File: config.mk
export PLATFORM = sky130hd
export DESIGN_NAME = pc_stack
export DESIGN_NICKNAME = d
export VERILOG_FILES = /design/src/rtl/pc_stack.sv
export SDC_FILE = /design/constraint.sdc
export NUM_CORES = 1
export LEC_CHECK = 0
export BUFFER_PORTS_ARGS = -buffer_cell sky130_fd_sc_hd__buf_2
export CAP_MARGIN = 40
export CORE_ASPECT_RATIO = 2
export CORE_UTILIZATION = 50
export DETAILED_ROUTE_END_ITERATION = 7
export HOLD_SLACK_MARGIN = 0.1
export MAX_ROUTING_LAYER = met4
export PLACE_DENSITY = 0.74
export SYNTH_ARGS = -nofsm -noshare
export SYNTH_HDL_FRONTEND = slang
export SYNTH_SLANG_ARGS = --single-unit
File: constraint.sdc
create_clock -name clk -period 6.2 [get_ports clk]
set_clock_uncertainty 0.2 [all_clocks]
set_input_delay 1.24 -clock clk [delete_from_list [all_inputs] [get_ports clk]]
set_output_delay 1.24 -clock clk [all_outputs]
set_load 0.02 [all_outputs]
File: src/rtl/pc_stack.sv
// Program counter with a LIFO return-address stack for CALL/RET.
// Overflow and underflow are reported through sticky error flags.
module pc_stack #(
  parameter int AW    = 13,
  parameter int DEPTH = 8
) (
  input  logic                     clk,
  input  logic                     rst_n,
  input  logic                     en,
  input  logic [2:0]               op,
  input  logic [AW-1:0]            target,
  input  logic                     cond,
  input  logic                     clr_err,
  output logic [AW-1:0]            pc,
  output logic [$clog2(DEPTH):0]   sp,
  output logic                     stk_full,
  output logic                     stk_empty,
  output logic                     err_ovf,
  output logic                     err_unf
);

  localparam int PW  = $clog2(DEPTH);
  localparam int SPW = PW + 1;

  localparam logic [2:0]     OP_NEXT = 3'b000;
  localparam logic [2:0]     OP_JMP  = 3'b001;
  localparam logic [2:0]     OP_BRC  = 3'b010;
  localparam logic [2:0]     OP_CALL = 3'b011;
  localparam logic [2:0]     OP_RET  = 3'b100;
  localparam logic [SPW-1:0] SP_ONE  = {{(SPW-1){1'b0}}, 1'b1};
  localparam logic [SPW-1:0] SP_MAX  = SPW'(DEPTH);
  localparam logic [SPW-1:0] SP_ZERO = {SPW{1'b0}};
  localparam logic [AW-1:0]  PC_ONE  = {{(AW-1){1'b0}}, 1'b1};

  logic [AW-1:0]  pc_r;
  logic [SPW-1:0] sp_r;
  logic           err_ovf_r;
  logic           err_unf_r;
  logic [AW-1:0]  mem_r [DEPTH];

  logic [AW-1:0]  pc_nxt_s;
  logic [SPW-1:0] sp_nxt_s;
  logic [AW-1:0]  pc_inc_s;
  logic [SPW-1:0] sp_dec_s;
  logic [AW-1:0]  ret_addr_s;
  logic           push_s;
  logic           ovf_set_s;
  logic           unf_set_s;
  logic           full_s;
  logic           empty_s;

  assign full_s     = (sp_r == SP_MAX);
  assign empty_s    = (sp_r == SP_ZERO);
  assign pc_inc_s   = pc_r + PC_ONE;
  assign sp_dec_s   = sp_r - SP_ONE;
  // Only read below sp, so entries above it are never observable.
  assign ret_addr_s = mem_r[sp_dec_s[PW-1:0]];

  // Decode the operation into next pc/sp, a push strobe and error sets.
  always_comb begin
    pc_nxt_s  = pc_r;
    sp_nxt_s  = sp_r;
    push_s    = 1'b0;
    ovf_set_s = 1'b0;
    unf_set_s = 1'b0;
    if (en) begin
      case (op)
        OP_NEXT: pc_nxt_s = pc_inc_s;
        OP_JMP:  pc_nxt_s = target;
        OP_BRC: begin
          if (cond) begin
            pc_nxt_s = target;
          end else begin
            pc_nxt_s = pc_inc_s;
          end
        end
        OP_CALL: begin
          if (!full_s) begin
            push_s   = 1'b1;
            sp_nxt_s = sp_r + SP_ONE;
            pc_nxt_s = target;
          end else begin
            ovf_set_s = 1'b1;
          end
        end
        OP_RET: begin
          if (!empty_s) begin
            sp_nxt_s = sp_dec_s;
            pc_nxt_s = ret_addr_s;
          end else begin
            unf_set_s = 1'b1;
          end
        end
        default: pc_nxt_s = pc_r;
      endcase
    end else begin
      pc_nxt_s = pc_r;
    end
  end

  // Architectural state; a new error outranks a same-cycle clear.
  always_ff @(posedge clk or negedge rst_n) begin
    if (!rst_n) begin
      pc_r      <= {AW{1'b0}};
      sp_r      <= SP_ZERO;
      err_ovf_r <= 1'b0;
      err_unf_r <= 1'b0;
    end else begin
      pc_r      <= pc_nxt_s;
      sp_r      <= sp_nxt_s;
      err_ovf_r <= ovf_set_s | (err_ovf_r & ~clr_err);
      err_unf_r <= unf_set_s | (err_unf_r & ~clr_err);
    end
  end

  // Return-address storage carries no reset; sp alone defines validity.
  always_ff @(posedge clk) begin
    if (push_s) begin
      mem_r[sp_r[PW-1:0]] <= pc_inc_s;
    end
  end

  assign pc        = pc_r;
  assign sp        = sp_r;
  assign stk_full  = full_s;
  assign stk_empty = empty_s;
  assign err_ovf   = err_ovf_r;
  assign err_unf   = err_unf_r;

endmodule

---- Word-level counts from Yosys, hierarchy flattened ----
Memory sizes are Yosys's and may differ from the RTL's.
Index checks and enable logic that the tools add are counted.
cells by class
  add/subtract/negate cells ............... 3
  eq/ne operators ......................... 7
  multiplexer cells ....................... 18
  bitwise logic cells ..................... 5
  reductions and logical operators ........ 6
operators by type and width
  operator                 number
  $pmux W13 S5             1
  $mux W13                 3
  $add A13 B1 Y13 const B  1
  $mux W1                  11
  $mux W4                  2
  $pmux W4 S2              1
  $reduce_and A4 Y1        2
  $eq A3 B2 Y1 const B     2
  $reduce_bool A5 Y1       1
  $add A4 B1 Y4 const B    1
  $eq A4 B4 Y1 const B     1
  $logic_not A4 Y1         1
  $ne A2 B2 Y1 const B     2
  $sub A4 B1 Y4 const B    1
  $eq A3 B1 Y1 const B     1
  $eq A3 B3 Y1 const B     1
  $logic_not A3 Y1         1
  $and A1 B1 Y1            2
  $or A1 B1 Y1             2
  $reduce_bool A2 Y1       1
  $not A1 Y1               1
word-level totals
  register bits after elaboration ......... 19
  RAM bits ................................ 104
  input bits .............................. 21
  output and inout port bits .............. 21
  logic and storage cells ................. 44
  memories kept ........................... 1
memories
  name   depth  width  rd ports  clocked after memory_dff  wr ports  RTL line  text
  mem_r  8      13     1         0                         1         39        logic [AW-1:0] mem_r [DEPTH];

---- Logic depth before layout (Yosys ltp) ----
  depth in word-level cells ............... 6
  depth in mapped cells ................... 12
  depth with buffers taken out ............ 8

---- Worst setup path after synthesis ----
No wires, ideal clock.
  path kind ............................... input -> register
  start point ............................. input op[2]
  end point ............................... memory mem_r[1][0] (enable)
  setup time .............................. 0.400 ns
  data arrival time ....................... 2.790 ns
  required time ........................... 5.600 ns
  slack ................................... 2.811 ns
  stages on the path ...................... 6
  path buffers ............................ 1
  cells stage by stage .................... clkbuf_1 -> inv_1 -> nand4_1 -> nor2_1 -> nand2_1 -> nor3_1
between the ends
  cells in the longest elaborated chain, start to end .. 5
RTL lines
  item                           RTL line  text
  start, declared                10        input logic [2:0] op,
  $eq A3 B2 Y1                   67        case (op)
  $mux W1                        67
  $mux W1                        66        if (en) begin
  $mux W1                        118       if (push_s) begin
  $mux W1 (implied by the code)  119       mem_r[sp_r[PW-1:0]] <= pc_inc_s;
  end, declared                  39
No other way between the ends.

---- Worst setup path in the final report ----
  start point ............................. register sp_r[0] (netlist: sp[0])
  end point ............................... output stk_empty
between the ends
  cells in the longest elaborated chain, start to end .. 1
RTL lines
  item                    RTL line  text
  start, declared         36        logic [SPW-1:0] sp_r;
  start signal, assigned  110       sp_r <= sp_nxt_s;
  $logic_not A4 Y1        53        assign empty_s = (sp_r == SP_ZERO);
  end, declared           17        output logic stk_empty,
No other way between the ends.

==> flow_metrics.tcl <==
set metrics [dict create \
    async_reset_ff_frac 0.154 \
    yosys.area.top_type "edfxtp_1" \
    totalWireLength_mm 11.5 \
    synth_cells 323 \
    setup_violations 0 \
    drtIter0Drc 248 \
    critical_path_class "reg2out" \
    post-route-drc-count 0 \
    antenna_found_initial 0 \
    start_util 0.519 \
    p_sw_frac 0.341 \
    fp-row-count 52 \
    reg2reg_from "sp[0]" \
    seqPwrFrac 0.382 \
    cts_root_buffer "clkbuf_16" \
    gp_congestion 0.819 \
    worst_slew_pin_slew_ns 0.833 \
    syn_area_per_cell_um2 16.4 \
    power.internal_mw 2.13 \
    clk_pin_slew_ns 0.06 \
    ant_nets 0 \
    synth_seq_area_share 0.679 \
    powerDensity_nw_per_um2 514 \
    syn_to_final_growth_pct 18.7 \
    synth_warnings 0 \
    slew_headroom 0.440 \
    synth_most_common_cell "edfxtp_1" \
    coreArea_um2 10200 \
    period_share 0.555 \
    clockPowerShare 0.300 \
    grt_pass1_wl_mm 17.3 \
    synth_top_area_frac 0.590 \
    crit_family "buffers and inverters" \
    vias 3112 \
    grt_overflow_total 0 \
    avgRoutedWirePerCell_um 21.8 \
    outcome "complete, no violations" \
    hold_class "reg2reg" \
    grt.total_usage 0.236 \
    portBuffers 41 \
    final_max_slew_viol_count 0 \
    cts_htree_levels 4 \
    rsz0062_at_grt "no" \
    mappedNetlistArea_um2 5300 \
    endpoint_kind "output port" \
    critPathLaunchType "flop" \
    antenna_cells 0 \
    clock_sinks 123 \
    yosys-top-cells-area "edfxtp_1 59%, mux4_2 11%, dfrtp_1 9.0%, a22oi_1 1.8%, nor2_1 1.8%" \
    path_cells "buf_4 > inv_2 > ha_1 > nor3b_2 > buf_2" \
    fin_util 0.616 \
    synth_seq_cells 123 \
    crit_path_max_fanout 31 \
    min_period_ns 3.44 \
    cp_data_arrival_time_ns 2.00 \
    avgViaCountPerCell 5.91 \
    fmaxAchievable_mhz 291 \
    die_w_um 74.8 \
    post-dp-hpwl_mm 8.33 \
    setup_tns_ns 0 \
    die_area_um2 11000 \
    drive_gt1_frac 0.321 \
    crit_required_ns 4.76 \
    cts_buffer_depth 2 \
    numCtsBuffers 17 \
    ctsHoldBuffers 0 \
    synth_commonest_cells "104 x edfxtp_1, 26 x mux4_2, 26 x nor2_1, 19 x dfrtp_1, 18 x nand2_1" \
    chipHeight_um 148 \
    syn-num-nets 348 \
    synth_edf_count 104 \
    fin_nets 404 \
    crit_buf_inv 3 \
    first_pass_iters 4 \
    p_sw_mw 1.10 \
    slowest_delay_ns 0.47 \
    cap_viol_max_count 0 \
    grt_max_degree 32 \
    tritoncts "yes" \
    leakagePower_nw 2.21 \
    hold_viol_final 0 \
    synthFlopType "edfxtp_1" \
    peakVddDrop_v 0.000334 \
    ys_types 47 \
    fillers 774 \
    min_from "sp[3]" \
    ctsResizeCount 0 \
    cp-startpoint "sp[0]" \
    worst_path_max_delay_cell "buf_4" \
    combPwrFrac 0.318 \
    io_pins 42 \
    clk_latency_ns 0.42 \
    postCtsSetupRepairBufs 0 \
    grt_pass1_vias 3155 \
]
[layer usage]
| layer | GRT usage | vias up | share of wire |
|---|---|---|---|
| met1 | 0.281 | 1562 | 0.39 |
| li1 | - | 1398 | - |
| met4 | 0.139 | 0 | 0.046 |
| met3 | 0.0532 | 36 | 0.039 |
| met2 | 0.363 | 116 | 0.53 |
| met5 | - | - | 0 |
[through the flow]
stage                     power (mW)  instance area [um^2]  setup slack (ns)  instances  hold WS [ns]
after detailed placement        2.27                  5700              2.86        495         0.318
after global routing            3.36                  6290              2.63        527         0.346
after CTS                       3.24                  6290              2.73        527         0.327
after floorplan                 1.94                  5300              2.81        323         0.416
after global placement          2.20                  5580              2.72        484         0.324
final                           3.23                  6290              2.76        527         0.332
[worst paths after layout]
check | depth (start not counted) | to | slack (ns)
max reg2reg | 8 | pc[11] | 3.08
max | 5 | stk_empty | 2.76
max in group asynchronous | 1 | sp[0] | 4.91
min | 1 | sp[3] | 0.33
min in group asynchronous | 1 | pc[3] | 0.56
min reg2reg | 1 | sp[3] | 0.33
[final cells by class]
type	instances	area (um^2)	area share
Multi-Input combinational cell	174	1560	0.249
Clock inverter	14	160	0.0255
Tap cell	135	169	0.0269
Sequential cell	123	3600	0.572
Clock buffer	18	429	0.0682
Inverter	10	37.5	0.00597
Timing Repair Buffer	53	330	0.0525
[worst reg2reg max path: stages (launching register included)]
cell,delay [ns]
dfrtp_2,0.33
buf_4,0.47
inv_2,0.17
ha_1,0.68
buf_16,0.23
mux4_2,0.33
a22o_1,0.24
a221oi_1,0.21
a21oi_1,0.10
[power groups by stage]
stage	Sequential, mW	Clock [mW]	Combinational (mW)
6_report	1.24	0.970	1.03
3_3_place_gp	1.24	0	0.959
3_5_place_dp	1.25	0	1.03
4_1_cts	1.23	0.979	1.03
5_1_grt	1.24	1.01	1.11
2_1_floorplan	1.26	0	0.680
[layout by cell type, fill, tap and decap left out, drive strengths merged, types with 3 or more instances in the layout]
cell type	instances
edfxtp	104
a22o	6
buf	53
nor3	4
xor2	6
a31oi	6
a21oi	9
nand4	4
a22oi	13
ha	4
mux4	26
xnor2	9
nor2	27
clkbuf	18
o21ai	7
a221oi	5
clkinv	5
nand3	8
o22ai	3
nand2	18
dfrtp	19
inv	16
[registers in the layout (all words and copies together) (netlist names)]
register,count
sp,4
err_unf,1
mem_r,104
pc,13
err_ovf,1
[cells by family (layout without fill, tap and decap cells)]
logic type | count (synthesis) | in the layout | synth area share
AND/OR/NAND/NOR | 72 | 72 | 0.0704
adder cells (fa/ha/maj) | 4 | 4 | 0.00945
multiplexers | 26 | 26 | 0.111
AO/OA/AOI/OAI | 57 | 57 | 0.0779
flip-flops | 123 | 123 | 0.679
buffers and inverters | 26 | 95 | 0.0276
XOR/XNOR | 15 | 15 | 0.0248
No activity file was read; power rests on OpenSTA's default activity.
